<file path="src/rtl/change_dispenser.sv">
// Change dispenser: pays a requested amount as timed dime/nickel eject pulses, dimes first, tracking hopper stock.
// Define CHANGE_TOTAL_EN to add the paid_total output (cents ejected for the current request).
`timescale 1ns/1ps
module change_dispenser #(
  parameter int N            = 6,
  parameter int CNT_W        = 8,
  parameter int NICKEL_INIT  = 8,
  parameter int DIME_INIT    = 8,
  parameter int PULSE_CYCLES = 4,
  parameter int GAP_CYCLES   = 4
) (
  input  logic             clk,
  input  logic             reset,
  input  logic             req_valid,
  input  logic [N-1:0]     req_amount,
  output logic             req_ready,
  output logic             nickel_out,
  output logic             dime_out,
  output logic             busy,
  output logic             done,
  output logic             short_out,
  input  logic             refill_nickel,
  input  logic             refill_dime,
  output logic [CNT_W-1:0] nickel_stock,
  output logic [CNT_W-1:0] dime_stock
`ifdef CHANGE_TOTAL_EN
  ,
  output logic [N-1:0]     paid_total
`endif
);

  typedef enum logic [2:0] {
    S_IDLE,
    S_SELECT,
    S_PULSE,
    S_GAP,
    S_DONE
  } state_t;

  localparam int TMAX = (PULSE_CYCLES > GAP_CYCLES) ? PULSE_CYCLES : GAP_CYCLES;
  localparam int TW   = (TMAX > 1) ? $clog2(TMAX) : 1;
  localparam logic [TW-1:0]    PULSE_LAST = TW'(PULSE_CYCLES - 1);
  localparam logic [TW-1:0]    GAP_LAST   = TW'(GAP_CYCLES - 1);
  localparam logic [TW-1:0]    T_ONE      = TW'(1);
  localparam logic [N-1:0]     FIVE       = N'(5);
  localparam logic [N-1:0]     TEN        = N'(10);
  localparam logic [CNT_W-1:0] STOCK_ONE  = CNT_W'(1);
  localparam logic [CNT_W-1:0] STOCK_MAX  = {CNT_W{1'b1}};

  state_t           state_q, state_d;
  logic [TW-1:0]    timer_q, timer_d;
  logic [N-1:0]     remaining_q, remaining_d;
  logic             nickel_out_q, nickel_out_d;
  logic             dime_out_q, dime_out_d;
  logic             done_q, done_d;
  logic             short_out_q, short_out_d;
  logic [CNT_W-1:0] nickel_stock_q, nickel_stock_d;
  logic [CNT_W-1:0] dime_stock_q, dime_stock_d;
`ifdef CHANGE_TOTAL_EN
  logic [N-1:0]     paid_q, paid_d;
`endif

  logic in_select;
  logic pick_dime;
  logic pick_nickel;

  // Greedy coin choice; the guards also keep remaining from underflowing.
  assign in_select   = (state_q == S_SELECT);
  assign pick_dime   = in_select && (remaining_q >= TEN) && (dime_stock_q != '0);
  assign pick_nickel = in_select && !pick_dime && (remaining_q >= FIVE) && (nickel_stock_q != '0);

  always_comb begin
    state_d      = state_q;
    timer_d      = timer_q;
    remaining_d  = remaining_q;
    nickel_out_d = nickel_out_q;
    dime_out_d   = dime_out_q;
    done_d       = 1'b0;
    short_out_d  = 1'b0;
`ifdef CHANGE_TOTAL_EN
    paid_d       = paid_q;
`endif
    case (state_q)
      S_IDLE: begin
        if (req_valid) begin
          remaining_d = req_amount;
          state_d     = S_SELECT;
`ifdef CHANGE_TOTAL_EN
          paid_d      = '0;
`endif
        end
      end
      S_SELECT: begin
        if (pick_dime) begin
          remaining_d = remaining_q - TEN;
          dime_out_d  = 1'b1;
          timer_d     = PULSE_LAST;
          state_d     = S_PULSE;
`ifdef CHANGE_TOTAL_EN
          paid_d      = paid_q + TEN;
`endif
        end else if (pick_nickel) begin
          remaining_d  = remaining_q - FIVE;
          nickel_out_d = 1'b1;
          timer_d      = PULSE_LAST;
          state_d      = S_PULSE;
`ifdef CHANGE_TOTAL_EN
          paid_d       = paid_q + FIVE;
`endif
        end else begin
          // A sub-5 remainder is dropped quietly; 5 or more left means a hopper ran dry.
          done_d      = 1'b1;
          short_out_d = (remaining_q >= FIVE);
          state_d     = S_DONE;
        end
      end
      S_PULSE: begin
        if (timer_q == '0) begin
          nickel_out_d = 1'b0;
          dime_out_d   = 1'b0;
          timer_d      = GAP_LAST;
          state_d      = S_GAP;
        end else begin
          timer_d = timer_q - T_ONE;
        end
      end
      S_GAP: begin
        if (timer_q == '0) begin
          state_d = S_SELECT;
        end else begin
          timer_d = timer_q - T_ONE;
        end
      end
      S_DONE: begin
        state_d = S_IDLE;
      end
      default: begin
        state_d = S_IDLE;
      end
    endcase
  end

  // A refill landing on the same edge as a payout from that hopper cancels out.
  always_comb begin
    nickel_stock_d = nickel_stock_q;
    if (refill_nickel && !pick_nickel) begin
      if (nickel_stock_q != STOCK_MAX) nickel_stock_d = nickel_stock_q + STOCK_ONE;
    end else if (pick_nickel && !refill_nickel) begin
      nickel_stock_d = nickel_stock_q - STOCK_ONE;
    end

    dime_stock_d = dime_stock_q;
    if (refill_dime && !pick_dime) begin
      if (dime_stock_q != STOCK_MAX) dime_stock_d = dime_stock_q + STOCK_ONE;
    end else if (pick_dime && !refill_dime) begin
      dime_stock_d = dime_stock_q - STOCK_ONE;
    end
  end

  always_ff @(posedge clk or posedge reset) begin
    if (reset) begin
      state_q        <= S_IDLE;
      timer_q        <= '0;
      remaining_q    <= '0;
      nickel_out_q   <= 1'b0;
      dime_out_q     <= 1'b0;
      done_q         <= 1'b0;
      short_out_q    <= 1'b0;
      nickel_stock_q <= CNT_W'(NICKEL_INIT);
      dime_stock_q   <= CNT_W'(DIME_INIT);
`ifdef CHANGE_TOTAL_EN
      paid_q         <= '0;
`endif
    end else begin
      state_q        <= state_d;
      timer_q        <= timer_d;
      remaining_q    <= remaining_d;
      nickel_out_q   <= nickel_out_d;
      dime_out_q     <= dime_out_d;
      done_q         <= done_d;
      short_out_q    <= short_out_d;
      nickel_stock_q <= nickel_stock_d;
      dime_stock_q   <= dime_stock_d;
`ifdef CHANGE_TOTAL_EN
      paid_q         <= paid_d;
`endif
    end
  end

  assign req_ready    = (state_q == S_IDLE);
  assign busy         = (state_q != S_IDLE);
  assign nickel_out   = nickel_out_q;
  assign dime_out     = dime_out_q;
  assign done         = done_q;
  assign short_out    = short_out_q;
  assign nickel_stock = nickel_stock_q;
  assign dime_stock   = dime_stock_q;
`ifdef CHANGE_TOTAL_EN
  assign paid_total   = paid_q;
`endif

endmodule

</file>
<file path="config.mk">
export PLATFORM = sky130hd
export DESIGN_NAME = change_dispenser
export DESIGN_NICKNAME = d
export VERILOG_FILES = /design/src/rtl/change_dispenser.sv
export SDC_FILE = /design/constraint.sdc
export NUM_CORES = 1
export LEC_CHECK = 0
export CAP_MARGIN = 40
export CORE_MARGIN = 2
export CORE_UTILIZATION = 55
export DETAILED_ROUTE_END_ITERATION = 8
export PLACE_DENSITY = 0.8
export SLEW_MARGIN = 10
export SYNTH_ARGS = -nofsm -noshare
export SYNTH_HDL_FRONTEND = slang
export SYNTH_SLANG_ARGS = --single-unit
</file>
<file path="constraint.sdc">
create_clock -name clk -period 4.1 [get_ports clk]
set_input_delay 0.82 -clock clk [delete_from_list [all_inputs] [get_ports clk]]
set_output_delay 0.82 -clock clk [all_outputs]
set_load 0.005 [all_outputs]
</file>
Word-level counts from Yosys, hierarchy flattened --
Index checks and enable logic that the tools add are counted.
Operators by class: $add $sub $neg 7, multiply operators 0, div/mod/pow operators 0, $lt $le $gt $ge 2, equal/unequal tests 15, shift-type cells 0, mux-type cells 33, bitwise operators 0, reduce and logical (&&, ||, !) cells 30
Operators by type and width (count):
- $mux 8 | 6
- $mux 6 | 3
- $add 8x1->8 const B | 2
- $ne 8x8->1 const B | 2
- $reduce_bool 8->1 | 2
- $sub 8x1->8 const B | 2
- $mux 3 | 5
- $pmux 3 s4 | 1
- $pmux 6 s2 | 1
- $reduce_and 3->1 | 4
- $mux 1 | 10
- $ne 2x2->1 const B | 5
- $logic_and 1x1->1 | 9
- $mux 2 | 4
- $ne 2x1->1 const B | 4
- $reduce_bool 2->1 | 4
- $eq 3x2->1 const B | 2
- $ge 6x3->1 const B | 1
- $ge 6x4->1 const B | 1
- $pmux 2 s3 | 1
- $reduce_bool 3->1 | 2
- $sub 6x3->6 const B | 1
- $sub 6x4->6 const B | 1
- $logic_not 1->1 | 4
- 8 further kinds | 10
Word-level totals: register bits after elaboration 31, bits in latches 0, RAM bits 0, bits in read-only memories 0, input port bits 11, output and inout bits 22, word-level logic and storage cells 96, memories kept 0

Longest topological paths before layout --
depth after elaboration 11, depth in mapped cells 13, gate-level depth less buffers 13

Worst setup path after synthesis --
No wires, ideal clock.
kind reg2reg, start reg remaining_q[1], end reg nickel_stock_q[7], in the netlist nickel_stock[7], setup time 0.071 ns, arrival 3.174 ns, data required time 4.029 ns, path slack 0.855 ns, cell stages (with the launch flop) 13, buffers on the path 0, clock period less this slack 3.245 ns, cell sequence dfrtp_1 > inv_1 > ha_1 > and2b_2 > o21ai_2 > nand4_4 > nand2_1 > ha_1 > and3_1 > a221o_1 > o41a_1 > or4_1 > nand4_1
Between the ends: word-level cells in the longest chain between the ends 11, elaborated cells between the ends (all ways) 15
RTL lines:
- start: declaration | RTL line 52 | logic [N-1:0] remaining_q, remaining_d;
- start signal: assignment | RTL line 177 | remaining_q <= remaining_d;
- $ge 6x4->1 | RTL line 69 | assign pick_dime = in_select && (remaining_q >= TEN) && (dime_stock_q != '0);
- $logic_and 1x1->1 (2 in series) | RTL line 69
- $logic_not 1->1 | RTL line 70 | assign pick_nickel = in_select && !pick_dime && (remaining_q >= FIVE) && (nickel_stock_q != '0);
- $logic_and 1x1->1 | RTL line 70
- $logic_and 1x1->1 (*) (2 in series) | RTL line 70
- $logic_not 1->1 | RTL line 146 | if (refill_nickel && !pick_nickel) begin
- $logic_and 1x1->1 | RTL line 146
- $ne 2x1->1 (no line) or $reduce_bool 2->1 (tied branches)
- $reduce_and 2->1 (no line)
- end signal: assignment | RTL line 169 | nickel_stock_q <= CNT_W'(NICKEL_INIT);
- end signal: assignment | RTL line 182 | nickel_stock_q <= nickel_stock_d;
- end: declaration | RTL line 57 | logic [CNT_W-1:0] nickel_stock_q, nickel_stock_d;
Every way passes the cells marked *; elsewhere a longest branch is shown, timed or not. A chain may end at the register's enable or synchronous reset.

Worst setup path in the final report --
Same ends and word-level chain as after synthesis.

==> results.md <==
* Synth warn at 0
* Number of synthesized flops with an enable pin at 0
* Routed WL at 4.96 mm
* Vias in the first global route at 1883
* Non-Filler Instances at 326
* Clk root buf: clkbuf_8
* Flop pwr share at 0.278
* Clock buffer depth at 2
* Std-Cell Rows at 23
* Clk pwr share at 0.104
* CTS tree: built
* Final Max Slew Viols at 0
* Clk_skew at 8.51 ps
* Worst Path Max Fanout at 7
* Aggregate global-route resource usage at 0.220
* Switching part of the total at 0.428
* Worst Hold Class: flip-flop to flip-flop
* Final hold viol count at 0
* Combinational Power Share at 0.618
* Clk_lat worst skew at 280 ps
* R2R depth at 12
* 1st-iter DRT viols at 102
* Hold_ws at 495 ps
* Sequential area share after synthesis at 0.328
* Maxcap violations at 0
* Cts bufs inserted at 5
* Synth Net Count at 270
* Synth Area per Inst at 9.96 um2
* Vias per cell at 5.96
* Resize count post-CTS at 0
* Outcome: complete, no violations
* Initial Util at 0.580
* Area grow syn2layout at 19.0%
* Ys async rst share at 1.00
* Routability cong. at 0.912
* Worst setup SP type: flip-flop
* Die Ht at 69.6 um
* Hold path cells at 1
* Top Ports at 33
* LEAKAGE at 1.19 nW
* Global-route wire length before repair at 8.74 mm
* Largest net degree at the start of global routing at 32
* Post-route ant nets at 0
* Max Clock Freq at 0.280 GHz
* Via count at 1944
* Internal power at 1.39 mW
* H-tree depth at 2
* Antenna cells at 0
* Hold wc startpoint: timer_q[0]
* Hold path endpoint: timer_q[0]
* Die X at 69.6 um
* DP Cell Count at 318
* Gr ovfl total at 0
* Post-DP HPWL at 3.64 mm
* Final core area utilization at 0.690
* Post-synth cell types at 61
* Worst EP arrival at 3790 ps
* Clock Sinks at 31
* Mapped Area at 0.00237 mm2
* Period utilisation layout at 0.872
* Die area at 0.00485 mm2
* DR WL/cell at 15.2 um
* Critical Path RT at 4320 ps
* Slew @ Worst Pin at 505 ps
* Crit. End Element: flip-flop
* DRC at 0
* DRT Pass-1 Iters at 4
* Flop2flop setup slack at 530 ps
* Port bufs at 32
* Fin crit period at 3570 ps
* Initial antenna violation count at 0
* Power density over the cells at 864 mW/mm2
* Reg clk slew, reported paths at 70 ps
* Worst VDD drop at 0.500 mV
* Synth Register Bits at 31
* Top_reg_cell synth: dfrtp_1
* Setup repair after global routing missed its margin: false
* Crit Reg-Reg Endpoint: nickel_stock[7]
* Setup TNS at 0 ps
* Setup CP Type: flip-flop to flip-flop
* Worst r2r src: remaining_q[1]
* Cts hold-fix bufs at 0
* Fin nets at 307
* Post-synthesis cell count at 238
* Share of cells above drive strength 1 at 0.123
* Max-slew headroom at 0.659
* Final-report setup violation count at 0
* Post-CTS Setup Bufs at 0
* Switch Pwr at 1.04 mW
* Area of the core at 0.00409 mm2
synth_stat cells, types with 7 or more instances:
cell / number / area, um2
a21oi_1: 10 / 50.1
dfrtp_1: 29 / 726
ha_1: 19 / 238
inv_1: 18 / 67.6
mux2_2: 10 / 113
mux2i_1: 7 / 70.1
nand2_1: 7 / 26.3
nor2_1: 12 / 45.0
o211ai_1: 7 / 52.6
o21ai_0: 8 / 40.0
xnor2_1: 9 / 78.8
layout by cell type, fill, tap and decap left out, types with 5 or more instances in the layout:
cell type / instances
clkbuf_8: 6
nand2_1: 7
a211oi_1: 5
mux2_2: 10
nor2_1: 12
nor2b_1: 5
inv_1: 18
clkdlybuf4s50_1: 32
o211ai_1: 7
mux2i_1: 7
o21ai_0: 8
dfrtp_1: 29
xnor2_1: 9
nand4_1: 6
a21oi_1: 10
ha_1: 19
o21a_1: 6
nor3_1: 6
through the flow:
step                      power (mW)  worst slack (ps)  cell area, um2
final                           2.44               526            2820
after global routing            2.66               317            2820
after CTS                       2.44               532            2820
after detailed placement        2.18               553            2730
after global placement          2.13               648            2730
after floorplan                 1.74               855            2370
worst max-delay path by stage:
stage / startpoint / to / slack [ps] / cells after the start
detailed placement: remaining_q[1] / nickel_stock[7] / 550 / 12
finish: remaining_q[1] / nickel_stock[7] / 530 / 12
global placement: refill_nickel / nickel_stock[7] / 650 / 8
CTS: remaining_q[1] / nickel_stock[7] / 530 / 12
floorplan: remaining_q[1] / nickel_stock[7] / 860 / 12
global route: remaining_q[1] / nickel_stock[7] / 320 / 12
cell families after synthesis:
| family | synth area share |
|---|---|
| compound gates | 0.202 |
| simple gates | 0.170 |
| flops | 0.328 |
| buf+inv | 0.0512 |
| fa+ha+maj | 0.117 |
| mux | 0.0866 |
| xor+xnor | 0.0444 |
final cells by class:
class                      instances  area [um2]
multi-input combinational        183        1470
clock buffer                       7        86.3
timing repair buffer              36         350
inverter                          18        67.6
sequential                        31         778
tap                               50        62.6
fill                             342        1270
clock inverter                     1        5.00
registers in the layout, indices dropped and copies added (netlist names):
name	flops
dime_out	1
dime_stock	8
short_out	1
done	1
remaining_q	6
nickel_stock	8
nickel_out	1
state_q	3
timer_q	2
power by group through the flow:
stage	logic (mW)	registers [mW]	clock network, mW
2_1_floorplan	1.13	0.619	0
3_3_place_gp	1.46	0.676	0
3_5_place_dp	1.50	0.679	0
4_1_cts	1.51	0.676	0.259
5_1_grt	1.67	0.711	0.273
6_report	1.51	0.676	0.254
critical path: stages (launching register included):
cell and delay (ps):
dfrtp_1 440, inv_1 140, ha_1 260, and2b_2 230, o21ai_2 220, nand4_4 170
nand2_1 260, ha_1 340, and3_1 210, a221o_1 340, o41a_1 370, or4_1 420
nand4_1 100
metal layers:
metal | vias to the layer above | global-route usage | part of all wire
met2 | 43 | 0.343 | 0.48
met1 | 930 | 0.312 | 0.47
met4 | 0 | 0.0662 | 0.0058
li1 | 969 | - | -
met3 | 2 | 0.0392 | 0.043
met5 | - | 0 | 0
Power figures use the tool's default switching activity.
